### src/rtl/div_pkg.sv
// div_pkg: shared types and constants for the divider-sharing controller.
//   div_state_e  - controller FSM state encoding (IDLE must stay 0 so a reset
//                  controller reads back as all-zero on its debug output).
//   DIV_*_W      - operand/result widths of the shared iterative divider.
//   DIV_ERR_QUOT - quotient returned for a divide-by-zero request.
package div_pkg;

  localparam int DIV_DIVIDEND_W = 10;
  localparam int DIV_DIVISOR_W  = 3;
  localparam int DIV_QUOT_W     = 20;

  localparam logic [DIV_QUOT_W-1:0] DIV_ERR_QUOT = 20'hFFFFF;

  typedef enum logic [1:0] {
    ST_IDLE   = 2'd0,
    ST_LAUNCH = 2'd1,
    ST_HOLD   = 2'd2,
    ST_RESP   = 2'd3
  } div_state_e;

endpackage

### src/rtl/div_rr_pick.sv
// div_rr_pick: combinational round-robin picker.
//   req        in   NUM_REQ  active requests
//   last_grant in   ID_W     index granted most recently; search starts one above it
//   grant_oh   out  NUM_REQ  one-hot winner (all zero when no request)
//   grant_idx  out  ID_W     index of the winner (0 when no request)
//   any_req    out  1        at least one request is active
// The pointer register itself lives in the caller.
module div_rr_pick #(
  parameter int NUM_REQ = 4,
  parameter int ID_W    = $clog2(NUM_REQ)
) (
  input  logic [NUM_REQ-1:0] req,
  input  logic [ID_W-1:0]    last_grant,
  output logic [NUM_REQ-1:0] grant_oh,
  output logic [ID_W-1:0]    grant_idx,
  output logic               any_req
);

  logic            found;
  int              pos;
  logic [ID_W-1:0] pos_w;

  assign any_req = |req;

  // Walk the requesters in priority order last_grant+1, last_grant+2, ...
  // wrapping modulo NUM_REQ; the first active one wins.
  always_comb begin
    grant_oh  = '0;
    grant_idx = '0;
    found     = 1'b0;
    pos       = 0;
    pos_w     = '0;
    for (int k = 1; k <= NUM_REQ; k++) begin
      pos   = (int'(last_grant) + k) % NUM_REQ;
      pos_w = ID_W'(pos);
      if (!found && req[pos_w]) begin
        found           = 1'b1;
        grant_oh[pos_w] = 1'b1;
        grant_idx       = pos_w;
      end
    end
  end

endmodule

### src/rtl/div_share_ctrl.sv
// div_share_ctrl: shares one iterative divider among NUM_REQ requesters.
//   clk, rst_n                  clock, synchronous active-low reset
//   req_valid/req_ready         per-requester request handshake (ready is a one-hot pulse)
//   req_dividend/req_divisor    flattened operands, requester i at [i*W +: W]
//   rsp_valid/rsp_ready         response handshake
//   rsp_id/rsp_quotient/rsp_err response payload (err = divide-by-zero)
//   div_in_valid/div_in_data_*  divider launch strobe and operands
//   div_out_valid/div_out_data  divider result (valid may last 1-2 cycles)
//   dbg_state                   current FSM state
//
// Handshake semantics: a transfer happens on a rising clk edge where valid and
// ready are both high. A source keeps valid and its payload stable until that
// edge; ready may depend combinationally on valid (req_ready does).
module div_share_ctrl
  import div_pkg::*;
#(
  parameter int NUM_REQ = 4,
  parameter int ID_W    = $clog2(NUM_REQ)
) (
  input  logic                                clk,
  input  logic                                rst_n,
  input  logic [NUM_REQ-1:0]                  req_valid,
  input  logic [NUM_REQ*DIV_DIVIDEND_W-1:0]   req_dividend,
  input  logic [NUM_REQ*DIV_DIVISOR_W-1:0]    req_divisor,
  output logic [NUM_REQ-1:0]                  req_ready,
  output logic                                rsp_valid,
  input  logic                                rsp_ready,
  output logic [ID_W-1:0]                     rsp_id,
  output logic [DIV_QUOT_W-1:0]               rsp_quotient,
  output logic                                rsp_err,
  output logic                                div_in_valid,
  output logic [DIV_DIVIDEND_W-1:0]           div_in_data_1,
  output logic [DIV_DIVISOR_W-1:0]            div_in_data_2,
  input  logic                                div_out_valid,
  input  logic [DIV_QUOT_W-1:0]               div_out_data,
  output logic [1:0]                          dbg_state
);

  div_state_e                 state_q, state_d;
  logic [ID_W-1:0]            last_grant_q, last_grant_d;
  logic [ID_W-1:0]            op_id_q, op_id_d;
  logic [DIV_DIVIDEND_W-1:0]  op_dividend_q, op_dividend_d;
  logic [DIV_DIVISOR_W-1:0]   op_divisor_q, op_divisor_d;
  logic [DIV_QUOT_W-1:0]      quot_q, quot_d;
  logic                       err_q, err_d;

  logic [NUM_REQ-1:0]         pick_oh;
  logic [ID_W-1:0]            pick_idx;
  logic                       any_req;
  logic [DIV_DIVIDEND_W-1:0]  sel_dividend;
  logic [DIV_DIVISOR_W-1:0]   sel_divisor;
  logic                       grant_ok;
  logic                       op_active;

  div_rr_pick #(
    .NUM_REQ (NUM_REQ),
    .ID_W    (ID_W)
  ) u_pick (
    .req        (req_valid),
    .last_grant (last_grant_q),
    .grant_oh   (pick_oh),
    .grant_idx  (pick_idx),
    .any_req    (any_req)
  );

  assign sel_dividend = req_dividend[int'(pick_idx)*DIV_DIVIDEND_W +: DIV_DIVIDEND_W];
  assign sel_divisor  = req_divisor[int'(pick_idx)*DIV_DIVISOR_W +: DIV_DIVISOR_W];

  // A grant waits for div_out_valid to drop, so the tail of a two-cycle
  // result pulse can never be mistaken for the next request's result.
  // rst_n keeps req_ready quiet while reset is held, since nothing would be latched.
  assign grant_ok = rst_n && (state_q == ST_IDLE) && any_req && !div_out_valid;

  // State and datapath registers.
  always_ff @(posedge clk) begin
    if (!rst_n) begin
      state_q       <= ST_IDLE;
      last_grant_q  <= ID_W'(NUM_REQ - 1);
      op_id_q       <= '0;
      op_dividend_q <= '0;
      op_divisor_q  <= '0;
      quot_q        <= '0;
      err_q         <= 1'b0;
    end else begin
      state_q       <= state_d;
      last_grant_q  <= last_grant_d;
      op_id_q       <= op_id_d;
      op_dividend_q <= op_dividend_d;
      op_divisor_q  <= op_divisor_d;
      quot_q        <= quot_d;
      err_q         <= err_d;
    end
  end

  // Next state.
  always_comb begin
    state_d = state_q;
    case (state_q)
      ST_IDLE: begin
        if (grant_ok) begin
          state_d = (sel_divisor == '0) ? ST_RESP : ST_LAUNCH;
        end
      end
      ST_LAUNCH: state_d = ST_HOLD;
      ST_HOLD: begin
        if (div_out_valid) begin
          state_d = ST_RESP;
        end
      end
      ST_RESP: begin
        if (rsp_ready) begin
          state_d = ST_IDLE;
        end
      end
      default: state_d = ST_IDLE;
    endcase
  end

  // Datapath next values: operands latched at grant, result captured on the
  // first div_out_valid cycle seen in HOLD (later cycles land in RESP and are ignored).
  always_comb begin
    last_grant_d  = last_grant_q;
    op_id_d       = op_id_q;
    op_dividend_d = op_dividend_q;
    op_divisor_d  = op_divisor_q;
    quot_d        = quot_q;
    err_d         = err_q;
    if (grant_ok) begin
      last_grant_d  = pick_idx;
      op_id_d       = pick_idx;
      op_dividend_d = sel_dividend;
      op_divisor_d  = sel_divisor;
      if (sel_divisor == '0) begin
        quot_d = DIV_ERR_QUOT;
        err_d  = 1'b1;
      end
    end
    if ((state_q == ST_HOLD) && div_out_valid) begin
      quot_d = div_out_data;
      err_d  = 1'b0;
    end
  end

  // Outputs.
  always_comb begin
    op_active     = (state_q == ST_LAUNCH) || (state_q == ST_HOLD);
    req_ready     = grant_ok ? pick_oh : '0;
    rsp_valid     = (state_q == ST_RESP);
    div_in_valid  = (state_q == ST_LAUNCH);
    div_in_data_1 = op_active ? op_dividend_q : '0;
    div_in_data_2 = op_active ? op_divisor_q : '0;
  end

  assign rsp_id       = op_id_q;
  assign rsp_quotient = quot_q;
  assign rsp_err      = err_q;
  assign dbg_state    = state_q;

endmodule

### config.mk
export PLATFORM = sky130hd
export DESIGN_NAME = div_share_ctrl
export DESIGN_NICKNAME = d
export VERILOG_FILES = /design/src/rtl/div_pkg.sv /design/src/rtl/div_rr_pick.sv /design/src/rtl/div_share_ctrl.sv
export SDC_FILE = /design/constraint.sdc
export NUM_CORES = 1
export LEC_CHECK = 0
export ABC_CLOCK_PERIOD_IN_PS = 3560
export BUFFER_PORTS_ARGS = -buffer_cell sky130_fd_sc_hd__buf_2
export CAP_MARGIN = 25
export CORE_ASPECT_RATIO = 1.2
export CORE_MARGIN = 2
export CORE_UTILIZATION = 37
export CTS_CLUSTER_SIZE = 40
export DETAILED_ROUTE_END_ITERATION = 16
export GPL_TIMING_DRIVEN = 0
export HOLD_SLACK_MARGIN = 0.02
export PLACE_DENSITY = 0.77
export SYNTH_ARGS = -nofsm -noshare
export SYNTH_HDL_FRONTEND = slang
export SYNTH_HIERARCHICAL = 1
export SYNTH_SLANG_ARGS = --single-unit
### constraint.sdc
create_clock -name clk -period 3.56 [get_ports clk]
set_input_delay 0.178 -clock clk [delete_from_list [all_inputs] [get_ports clk]]
set_output_delay 0.178 -clock clk [all_outputs]
set_load 0.02 [all_outputs]
======== Yosys cells after proc, flatten, opt, wreduce, memory -nomap -nowiden ========
Cells that the tools add are included.
storage, ports and cells
  register bits after elaboration ......... 40
  bits of input ports ..................... 80
cells by class
  $add $sub $neg .......................... 4
  multipliers ............................. 2
  magnitude comparators ................... 8
  eq/ne operators ......................... 6
  shift operators ......................... 2
  multiplexer cells ....................... 38
  bitwise logic cells ..................... 4
  reductions and logical operators ........ 25
operators with widths
  cell                                                 count
  2-to-1 mux 20 bit                                    3
  indexed part select 40 x 7 -> 10 bit                 1
  2-to-1 mux 4 bit                                     5
  2-to-1 mux 2 bit                                     8
  < comparator 2 x 3 -> 1 bit, second input constant   4
  OR 4 bit                                             3
  indexed part select 12 x 5 -> 3 bit                  1
  logical AND 1 bit                                    11
  2-to-1 mux 1 bit                                     11
  2-to-1 mux 10 bit                                    1
  binary-select mux 1 bit (select 2 bit)               4
  demux 1 bit (select 2 bit)                           4
  >= comparator 2 x 1 -> 1 bit, second input constant  4
  case mux 2 bit (4 select lines)                      1
  multiplier 2 x 3 -> 5 bit, second input constant     1
  adder 2 x 1 -> 2 bit, second input constant          2
  adder 2 bit, second input constant                   2
  == test 2 bit, second input constant                 2
  zero test 1 bit                                      4
  multiplier 2 x 2 -> 4 bit, second input constant     1
  != test 2 bit, second input constant                 2
  AND reduction 2 bit                                  2
  nonzero test 2 bit                                   2
  OR reduction 4 bit                                   1
  other kinds (9)                                      9

======== Longest topological paths before layout ========
  depth in word-level cells ............... 19
  mapped depth ............................ 13
  depth with buffers taken out ............ 9

======== Cells and area by module ========
The synthesis kept the hierarchy.
by module, submodules not included
  module          instances  cells each  area an instance (µm²)  seq. area each (µm²)
  div_share_ctrl  1          200         2004.4                  800.8
  div_rr_pick     1          70          540.5                   0.0

======== Least setup slack after synthesis ========
Ideal clock, no wire load.
  path type ............................... flip-flop to flip-flop
  start point ............................. reg last_grant_q[0]
  end point ............................... reg state_q[1], in the netlist dbg_state[1]
  arrival time ............................ 3.322 ns
  required time ........................... 3.465 ns
  path slack .............................. 0.143 ns
  cell stages (with the launch flop) ...... 13
  buffers on the path ..................... 3
  clock period less this slack ............ 3.417 ns
  path through ............................ dfxtp_1 buf_6 inv_1 ha_1 clkbuf_1 nor2b_1 a22oi_1 o211ai_1 a21oi_1 buf_6 mux4_2 or4b_1 a221oi_1
on the way
  word-level cells in the longest chain between the ends .. 19
  elaborated cells on any way between the ends .. 31
RTL lines
  what                                    RTL line               text
  start, declared                         div_share_ctrl.sv:40   logic [ID_W-1:0] last_grant_q, last_grant_d;
  start signal, assigned                  div_share_ctrl.sv:78   last_grant_q <= ID_W'(NUM_REQ - 1);
  start signal, assigned                  div_share_ctrl.sv:86   last_grant_q <= last_grant_d;
  adder 2 x 1 -> 2 bit                    div_rr_pick.sv:34      pos = (int'(last_grant) + k) % NUM_REQ;
  binary-select mux 1 bit (select 2 bit)  div_rr_pick.sv:36      if (!found && req[pos_w]) begin
  2-to-1 mux 1 bit (not written as such)  div_rr_pick.sv:36
  2-to-1 mux 1 bit                        div_rr_pick.sv:36
  zero test 1 bit                         div_rr_pick.sv:36
  logical AND 1 bit                       div_rr_pick.sv:36
  2-to-1 mux 1 bit                        div_rr_pick.sv:36
  zero test 1 bit                         div_rr_pick.sv:36
  [4 not listed]                          n/a
  2-to-1 mux 2 bit *                      div_rr_pick.sv:36
  net pick_idx[0]                         div_share_ctrl.sv:48   logic [ID_W-1:0] pick_idx;
  multiplier 2 x 2 -> 4 bit *             div_share_ctrl.sv:67   assign sel_divisor = req_divisor[int'(pick_idx)*DIV_DIVISOR_W +: DIV_DIVISOR_W];
  indexed part select 12 x 5 -> 3 bit *   div_share_ctrl.sv:67
  zero test 3 bit *                       div_share_ctrl.sv:101  state_d = (sel_divisor == '0) ? ST_RESP : ST_LAUNCH;
  2-to-1 mux 2 bit *                      div_share_ctrl.sv:101
  2-to-1 mux 2 bit *                      div_share_ctrl.sv:100  if (grant_ok) begin
  case mux 2 bit (4 select lines) *       div_share_ctrl.sv:98   case (state_q)
  end signal, assigned                    div_share_ctrl.sv:85   state_q <= state_d;
  end, declared                           div_share_ctrl.sv:39   div_state_e state_q, state_d;
Mark *: on every way through the listed nets, which the timed path passes. The rest lies on a longest branch. The select of a mux whose other input is x is not followed.
A chain may end at the register's enable or synchronous reset.

======== Worst setup path in the final report ========
Same ends and word-level chain as after synthesis.

==> impl_metrics.csv <==
group,metric,value,unit
status,outcome,"finished, final reports clean",
synth,synthAdderAreaFrac,6.39,%
global_routing,grt_use_met1,20.1,%
sta,worstMarginPinSlew,0.740,ns
worst_hold_path,holdPathEnd,"rsp_quotient[19]",
placed_design,gp_congestion,0.831,
clocking,htreeDepth,2,
synth,seq_area_frac_synth,31.5,%
synth,synthDistinctLibCells,46,
setup_path,r2r-end,"dbg_state[1]",
final_layout,areaGrowthSynthToFinish,33.0,%
setup_path,reg2reg_depth,11,
setup_path,cpMaxStageDelayCell,"mux4_2",
drt,vias,2529,
synth,synthTopCellsByCount,"nand2_1, dfxtp_1, o21a_1, o31a_1, and2_1",
synth,synth-simple-area-share,20.0,%
synth,synth.largest_area_cell,"dfxtp_1",
drt,antenna_left,0,
placed_design,placed_cells,479,
synth,muxShareOfSynthArea,14.1,%
setup_path,regToRegSetupSlack,0.30,ns
clocking,clock-root-buffer,"clkbuf_8",
synth,syn_nets,363,
sta,hold_violations,0,
global_routing,grt_pass1_wl,10300,um
floorplan,num_rows,33,
floorplan,ioPinCount,124,
drt,wire_per_inst,13.3,um
setup_path,worstPathCellList,"buf_6 -> inv_1 -> ha_4 -> nor2b_1 -> a22oi_1 -> o211ai_1 -> a21oi_1 -> buf_6 -> mux4_2 -> or4b_1 -> a221oi_1",
global_routing,antenna_found_initial,0,
setup_path,slowest_delay,0.55,ns
worst_hold_path,hold_path_depth,3,
setup_path,critPathLaunchType,"flop",
synth,syn_area,0.00254,sq mm
global_routing,gr-usage-all-layers,16.9,%
final_layout,fillers,638,
power,peakVddDrop,0.244,mV
global_routing,met2_usage,30.6,%
placed_design,port_buffers,122,
final_layout,nets,491,
floorplan,fp.coreArea,0.00673,sq mm
setup_path,rr_startpoint,"last_grant_q[0]",
final_layout,drive_above_1_share,39.8,%
worst_hold_path,hp-class,"in2reg",
synth,ys_warn_count,6,
floorplan,start_util,37.8,%
sta,max_freq,0.307,GHz
clocking,numCtsBuffers,5,
drt,dr.pass1.iters,4,
clocking,hold_buffers,0,
synth,synth_top_family_by_area,"compound AO/OA/AOI/OAI gates",
clocking,cts_tree,"done",
synth,ys_top_cells_by_area,"dfxtp_1, mux4_2, o31a_1, ha_1, nand2_1",
sta,setup_tns,0,ns
drt,via_per_inst,5.20,
floorplan,die_area,0.00756,sq mm
synth,synth_async_sr_flop_share,0,%
sta,skew,0.00958,ns
setup_path,path_max_fanout,10,
sta,whs,0.219,ns
sta,setup_viol,0,
power,cellPowerDensity,562,mW/mm^2
floorplan,chipHeight,94.9,um
setup_path,cp-end-kind,"flop",
sta,max_slew_margin,50.6,%
setup_path,critPathKind,"reg2reg",
clocking,clk_path_buf_depth,2,
sta,fin_crit_sh,91.6,%
clocking,clk_pin_slew,0.08,ns
setup_path,critPathRequiredTime,3.75,ns
final_layout,layout.cells.non_filler,486,
clocking,cts.sink_count,40,
power,leakagePower,0.00160,uW
setup_path,crit_family,"compound AO/OA/AOI/OAI gates",
placed_design,hpwl,5170,um
final_layout,diodes,0,
sta,rsz0062_at_grt,"no",
synth,synth.most_common_cell,"nand2_1",
global_routing,grt_start_max_net_pins,13,
synth,ys_ff_latch,40,
global_routing,grt-busiest-layer,"met2",
sta,min_period,3.26,ns
global_routing,grt_pass1_vias,2362,
clocking,clkLatencyLatePin,0.29,ns
setup_path,critPathBufInv,3,
worst_hold_path,hp-start,"div_out_data[19]",
sta,drv_slew,0,
synth,synthCells,270,
synth,synth_edf_count,0,
setup_path,crit_top_cell,"buf_6",
drt,wirelength,6460,um
run,drv_cap,0,
drt,drc,0,
global_routing,grt_overflow,0,
synth,synth_ff_type,"dfxtp_1",
drt,drt_iter0_markers,43,
synth,synth_compound_area_share,22.6,%
synth,synth_xor_area_share,0,%
synth,synth.top_cell.area_share,31.5,%
setup_path,arrival,3.45,ns
global_routing,grtUsageMet3,3.25,%
final_layout,post-route-util,50.3,%
floorplan,die_w,79.7,um
synth,syn_avg_cell_area,9.43,sq um
[final cells by class]
class                      instances  area (sq um)  area share (%)
clock buffer                       6          72.6            2.14
sequential                        40           806            23.8
timing repair buffer             122           611            18.0
tap                               87           109            3.22
multi-input combinational        200          1620            47.8
inverter                           6          22.5           0.665
clock inverter                     2          35.0            1.03
buffer                            23           113            3.33
[cell usage in the layout, fill, tap and decap left out, drive strengths merged, types with 2 or more instances in the layout]
master   Yosys  routed
buf          8     130
nand2       43      43
dfxtp       40      40
clkbuf      16      21
o21a        20      20
o31a        20      20
and2        18      18
mux4        15      15
nand3       14      14
ha          13      13
o21ai        7       7
inv          6       6
nor2b        6       6
a21oi        6       6
nor2         4       4
a221o        4       4
a221oi       3       3
nand4b       2       2
a2111oi      2       2
nor3b        2       2
o211ai       2       2
a211oi       2       2
[layer usage]
layer	part of all wire (%)	up-vias
met5	0	-
met4	1.1	0
met3	6.8	8
met2	51	98
met1	41	1174
li1	-	1249
[report_power, final]
part           switching, uW  internal [uW]
logic                    522            409
clock network            150            208
registers               61.2            552
total                    733           1170
[worst register-to-register path, delay by kind of cell, from the launching register on]
kind / cells / cell delay [ns]
buffers and inverters: 3 / 0.43
adder cells (fa/ha/maj): 1 / 0.37
flip-flops: 1 / 0.42
AO/OA/AOI/OAI: 4 / 0.75
multiplexers: 1 / 0.55
AND/OR/NAND/NOR: 2 / 0.64
[through the flow]
step	power (uW)	setup WS [ns]	instance area (sq um)
2_1_floorplan	1290	0.143	2540
3_3_place_gp	1530	-0.210	3260
3_5_place_dp	1550	-0.282	3260
4_1_cts	1920	0.0966	3370
5_1_grt	2040	0.0447	3390
6_report	1900	0.299	3390
[state kept, by name, indices dropped and copies added (netlist names)]
name and flops:
rsp_err 1, op_dividend_q 10, rsp_id 2, dbg_state 2
last_grant_q 2, op_divisor_q 3, rsp_quotient 20
[logic make-up (layout without fill, tap and decap cells)]
group / Yosys count / after routing
muxes: 17 / 17
adders and majority gates: 13 / 13
and+or+nand+nor: 98 / 98
DFF: 40 / 40
AOI/OAI and AO/OA: 72 / 72
buffers and inverters: 30 / 159
[worst max path at each step]
stage / start / endpoint / slack (ns) / cells after the start
2_1_floorplan: last_grant_q[0] / dbg_state[1] / 0.14 / 12
3_3_place_gp: last_grant_q[0] / dbg_state[1] / -0.21 / 12
3_5_place_dp: last_grant_q[0] / dbg_state[1] / -0.28 / 12
4_1_cts: last_grant_q[0] / dbg_state[1] / 0.1 / 11
5_1_grt: last_grant_q[0] / dbg_state[1] / 0.04 / 11
6_report: last_grant_q[0] / dbg_state[1] / 0.30 / 11
[repair_timing]
action / CTS / global route
setup endpoints to repair: 30 / 30
resized for setup: 3 / 2
buffers inserted: 0 / 0
hold endpoints to repair: 0 / 0
Power figures use the tool's default switching activity.
